==> config.mk <==
export PLATFORM = sky130hd
export DESIGN_NAME = mem_bus_arbiter
export DESIGN_NICKNAME = d
export VERILOG_FILES = /design/src/rtl/cpu_defs.sv /design/src/rtl/arb_pick.sv /design/src/rtl/mem_bus_arbiter.sv
export SDC_FILE = /design/constraint.sdc
export NUM_CORES = 1
export LEC_CHECK = 0
export BUFFER_PORTS_ARGS = -buffer_cell sky130_fd_sc_hd__buf_4
export CAP_MARGIN = 40
export CELL_PAD_IN_SITES_DETAIL_PLACEMENT = 0
export CELL_PAD_IN_SITES_GLOBAL_PLACEMENT = 1
export CORE_MARGIN = 5
export CORE_UTILIZATION = 39
export CTS_BUF_LIST = sky130_fd_sc_hd__clkbuf_4 sky130_fd_sc_hd__clkbuf_8 sky130_fd_sc_hd__clkbuf_16
export DETAILED_ROUTE_END_ITERATION = 6
export HOLD_SLACK_MARGIN = 0.02
export MAX_ROUTING_LAYER = met4
export PLACE_DENSITY_LB_ADDON = 0.15
export SLEW_MARGIN = 0
export SYNTH_ARGS = -nofsm -noshare
export SYNTH_HDL_FRONTEND = slang
export SYNTH_SLANG_ARGS = --single-unit
==> constraint.sdc <==
create_clock -name clk -period 12.1 [get_ports clk]
set_input_delay 0.605 -clock clk [delete_from_list [all_inputs] [get_ports clk]]
set_output_delay 0.605 -clock clk [all_outputs]
set_load 0.05 [all_outputs]
==> src/rtl/cpu_defs.sv <==
// Shared types and constants for the CPU memory-side blocks.
package cpu_defs;

    localparam int CPU_ADDR_W       = 32;
    localparam int CPU_DATA_W       = 32;
    localparam int INST_FETCH_BEATS = 2;

    typedef enum logic [2:0] {
        IDLE,
        DATA,
        INST1,
        INST2,
        RESP
    } ArbState_t;

    // Captured request; drives the downstream port for the whole transaction.
    typedef struct packed {
        logic                  we;
        logic [3:0]            be;
        logic [CPU_ADDR_W-1:0] addr;
        logic [CPU_DATA_W-1:0] wdata;
    } MemReq_t;

endpackage

==> src/rtl/arb_pick.sv <==
// Fixed-priority pick: data wins unless instruction fetch is being starved.
module arb_pick (
    input  logic inst_req,
    input  logic data_req,
    input  logic starve,
    output logic grant_inst,
    output logic grant_data
);

    assign grant_data = data_req & ~(inst_req & starve);
    assign grant_inst = inst_req & (~data_req | starve);

endmodule

==> src/rtl/mem_bus_arbiter.sv <==
// Shares one memory port between a two-word instruction fetch and a data port,
// data-first with an anti-starvation streak counter for fetch.
module mem_bus_arbiter
    import cpu_defs::*;
#(
    parameter int ADDR_WIDTH   = CPU_ADDR_W,
    parameter int DATA_WIDTH   = CPU_DATA_W,
    parameter int STARVE_LIMIT = 4
) (
    input  logic                  clk,
    input  logic                  rst,
    input  logic                  inst_req,
    input  logic [ADDR_WIDTH-1:0] inst_addr,
    output logic                  inst_ack,
    output logic [DATA_WIDTH-1:0] inst_rdata,
    output logic [DATA_WIDTH-1:0] inst_rdata_2,
    input  logic                  data_req,
    input  logic                  data_we,
    input  logic [3:0]            data_be,
    input  logic [ADDR_WIDTH-1:0] data_addr,
    input  logic [DATA_WIDTH-1:0] data_wdata,
    output logic                  data_ack,
    output logic [DATA_WIDTH-1:0] data_rdata,
    output logic                  mem_req,
    output logic                  mem_we,
    output logic [3:0]            mem_be,
    output logic [ADDR_WIDTH-1:0] mem_addr,
    output logic [DATA_WIDTH-1:0] mem_wdata,
    input  logic                  mem_ack,
    input  logic [DATA_WIDTH-1:0] mem_rdata
);

    localparam int SW       = $clog2(STARVE_LIMIT + 1);
    localparam int BEAT_OFS = (INST_FETCH_BEATS - 1) * (DATA_WIDTH / 8);

    ArbState_t             state_q, state_d;
    MemReq_t               req_q, req_d;
    logic [SW-1:0]         streak_q, streak_d;
    logic                  mem_req_q, mem_req_d;
    logic                  inst_ack_q, inst_ack_d;
    logic                  data_ack_q, data_ack_d;
    logic [DATA_WIDTH-1:0] inst_rdata_q, inst_rdata_d;
    logic [DATA_WIDTH-1:0] inst_rdata_2_q, inst_rdata_2_d;
    logic [DATA_WIDTH-1:0] data_rdata_q, data_rdata_d;

    logic starve, grant_inst, grant_data;

    assign starve = (streak_q == SW'(STARVE_LIMIT));

    arb_pick u_pick (
        .inst_req   (inst_req),
        .data_req   (data_req),
        .starve     (starve),
        .grant_inst (grant_inst),
        .grant_data (grant_data)
    );

    always_comb begin
        state_d        = state_q;
        req_d          = req_q;
        streak_d       = streak_q;
        mem_req_d      = mem_req_q;
        inst_ack_d     = 1'b0;
        data_ack_d     = 1'b0;
        inst_rdata_d   = inst_rdata_q;
        inst_rdata_2_d = inst_rdata_2_q;
        data_rdata_d   = data_rdata_q;
        case (state_q)
            IDLE: begin
                if (grant_data) begin
                    req_d     = '{we: data_we, be: data_be, addr: data_addr, wdata: data_wdata};
                    mem_req_d = 1'b1;
                    state_d   = DATA;
                    if (inst_req && !starve) streak_d = streak_q + SW'(1);
                end else if (grant_inst) begin
                    req_d     = '{we: 1'b0, be: 4'hF, addr: inst_addr, wdata: '0};
                    mem_req_d = 1'b1;
                    streak_d  = '0;
                    state_d   = INST1;
                end
            end
            DATA: if (mem_ack) begin
                data_rdata_d = mem_rdata;
                data_ack_d   = 1'b1;
                mem_req_d    = 1'b0;
                state_d      = RESP;
            end
            // mem_req stays high across the beat boundary; only the address moves.
            INST1: if (mem_ack) begin
                inst_rdata_d = mem_rdata;
                req_d.addr   = req_q.addr + ADDR_WIDTH'(BEAT_OFS);
                state_d      = INST2;
            end
            INST2: if (mem_ack) begin
                inst_rdata_2_d = mem_rdata;
                inst_ack_d     = 1'b1;
                mem_req_d      = 1'b0;
                state_d        = RESP;
            end
            RESP:    state_d = IDLE;
            default: state_d = IDLE;
        endcase
    end

    always_ff @(posedge clk or posedge rst) begin
        if (rst) begin
            state_q        <= IDLE;
            req_q          <= '0;
            streak_q       <= '0;
            mem_req_q      <= 1'b0;
            inst_ack_q     <= 1'b0;
            data_ack_q     <= 1'b0;
            inst_rdata_q   <= '0;
            inst_rdata_2_q <= '0;
            data_rdata_q   <= '0;
        end else begin
            state_q        <= state_d;
            req_q          <= req_d;
            streak_q       <= streak_d;
            mem_req_q      <= mem_req_d;
            inst_ack_q     <= inst_ack_d;
            data_ack_q     <= data_ack_d;
            inst_rdata_q   <= inst_rdata_d;
            inst_rdata_2_q <= inst_rdata_2_d;
            data_rdata_q   <= data_rdata_d;
        end
    end

    assign inst_ack     = inst_ack_q;
    assign inst_rdata   = inst_rdata_q;
    assign inst_rdata_2 = inst_rdata_2_q;
    assign data_ack     = data_ack_q;
    assign data_rdata   = data_rdata_q;
    assign mem_req      = mem_req_q;
    assign mem_we       = req_q.we;
    assign mem_be       = req_q.be;
    assign mem_addr     = req_q.addr;
    assign mem_wdata    = req_q.wdata;

endmodule

==> impl_metrics.tcl <==
set metrics [dict create \
    grt_max_degree 66 \
    yosysUniqueCellTypes 55 \
    hold_class "in -> async" \
    drtPass1Iterations 4 \
    die_area_sq_um 22400 \
    fmax_mhz 359 \
    slowest_stage "or3b_2" \
    maxSlewHeadroom_pct 52.1 \
    portBuffers 305 \
    cts-buffers-inserted 17 \
    cp.arrival_ns 3.09 \
    ir_drop_v 0.000184 \
    gp_congestion 0.808 \
    start_kind "flop" \
    holdWs_ns 0.193 \
    grt_pass1_vias 6452 \
    post-route-period-util_pct 23.0 \
    final_common_cell "buf_4" \
    final_core_util_pct 56.2 \
    initial_core_util_pct 39.3 \
    regToRegStartpoint "state_q[1]" \
    power_leakage_nw 5.25 \
    clk_latency_ns 0.43 \
    final_cells 1253 \
    cts-root-buf "clkbuf_16" \
    clock_sinks 174 \
    finalSetupViolations 0 \
    overflow 0 \
    antenna_left 0 \
    die_w_um 150 \
    drv_slew 0 \
    diodes 0 \
    wirelength_um 23100 \
    grt_use_total_pct 21.0 \
    antenna_found_initial 0 \
    h-tree-depth 4 \
    via_per_inst 5.13 \
    critPathCaptureType "flop" \
    synth_area_per_cell_sq_um 11.2 \
    cts_tree "done" \
    drt_iter0_drc 295 \
    netlist_instances 678 \
    grt_pass1_wl_um 36200 \
    fin_setup_tns_ns 0 \
    die_height_um 150 \
    critical_path_class "reg -> reg" \
    crit_chain "or3b_2 -> nand2_1 -> buf_4 -> o21ai_0 -> or3_1" \
    holdBufCountCts 0 \
    placement_rows 51 \
    syn-num-nets 819 \
    dp_cells 1221 \
    synthFlopType "dfrtp_1" \
    vias 6427 \
    synth-seq-area-share_pct 57.2 \
    drc 0 \
    status "complete, no violations" \
    grt_setup_unrepaired "false" \
    synth-edff-count 0 \
    rrSetupSlack_ns 9.31 \
    tightest_slew_ns 0.714 \
    core_sq_um 19300 \
    min_period_ns 2.79 \
    cts_setup_buffers 0 \
    wire_per_inst_um 18.5 \
    cpPeakStageDelay_ns 0.77 \
    clk_pin_slew_ns 0.07 \
    power_mw 3.71 \
    synth_seq_cells 174 \
    skew_ns 0.0184 \
    powerDensity_nw_per_um2 342 \
    drive_gt1_share_pct 45.1 \
    ctsResizeCount 0 \
    dp_hpwl_um 16800 \
    clockBufferDepth 2 \
    ios 306 \
    finalNetCount 1116 \
    synth_warnings 0 \
    drv_cap 0 \
    mostFrequentLayoutCells "buf_4 (315), dfrtp_1 (174), nand2_1 (136)" \
    layout-area-overhead-vs-synth_pct 42.9 \
    synthArstFlopShare_pct 100 \
    syn_area_sq_um 7610 \
    required_ns 12.40 \
    cp_max_fo 36 \
    critPathLaunch "state_q[1]" \
    finalHoldViolations 0 \
]
==> path summary, 6_finish.rpt <==
check / end / depth (start not counted)
min in group clk: inst_rdata[26] / 3
max in group asynchronous: mem_addr[5] / 4
worst max register to register: mem_addr[29] / 5
worst max-delay path: mem_addr[29] / 5
worst min-delay path: mem_wdata[29] / 2
worst min register to register: inst_rdata[30] / 2
==> critical path, delay by kind of cell, from the launching register on <==
| family | cells | cell delay, ns |
|---|---|---|
| compound gates | 1 | 0.16 |
| buf+inv | 1 | 0.43 |
| flops | 1 | 0.59 |
| simple gates | 3 | 1.49 |
==> Yosys cell counts, types with 6 or more instances <==
cell	n	area, sq um
a21oi_1	26	130
a22o_1	35	307
a31oi_1	6	37.5
buf_2	14	70.1
clkbuf_1	21	78.8
dfrtp_1	174	4350
inv_1	7	26.3
mux2_2	76	856
mux2i_1	12	120
nand2_1	138	518
nand3_1	18	90.1
nand4_1	7	43.8
nor2_1	23	86.3
nor3_1	8	40.0
nor4_1	7	43.8
o21ai_0	21	105
o22a_1	7	61.3
o22ai_1	6	37.5
==> final cells by class <==
class	instances	area (sq um)
clock buffers	18	433
multi-input cells	457	3090
fillers	1783	8470
well taps	265	332
clock inverters	14	200
flip-flops and latches	174	4350
inverters	7	31.3
repair buffers	318	2430
==> metrics by stage <==
step | area (sq um) | worst slack (ns)
4_1_cts | 10900 | 9.29
2_1_floorplan | 7610 | 6.78
6_report | 10900 | 9.31
3_5_place_dp | 10200 | 9.31
5_1_grt | 10900 | 9.13
3_3_place_gp | 10200 | 9.37
==> state kept, by name, summed over array words and instances (netlist names) <==
register      flops
inst_rdata_2     32
data_rdata       32
inst_rdata       32
mem_addr         32
mem_be            4
state_q           3
data_ack          1
streak_q          3
mem_req           1
mem_we            1
mem_wdata        32
inst_ack          1
==> power breakdown <==
group          leakage, nW  switching (mW)  internal (mW)  total, mW
clock                0.301           0.254          0.337      0.590
combinational         2.82            1.40          0.660       2.06
sequential            2.12           0.213          0.853       1.07
==> cell families after synthesis <==
| family | count (synthesis) | share of synthesized area, % |
|---|---|---|
| mux | 88 | 12.8 |
| buf+inv | 47 | 2.55 |
| compound gates | 136 | 12.8 |
| simple gates | 230 | 14.0 |
| flops | 174 | 57.2 |
| fa+ha+maj | 3 | 0.494 |
==> routing by layer <==
metal / wire, um / part of all wire, % / track usage (%) / vias to the layer above
li1: - / - / - / 3046
met1: 10200 / 44 / 27.8 / 3170
met2: 11100 / 48 / 32.5 / 193
met3: 1600 / 6.9 / 5.69 / 18
met4: 289 / 1.2 / 4.99 / 0
met5: 0 / 0 / - / -
No activity file was read; power rests on OpenSTA's default activity.
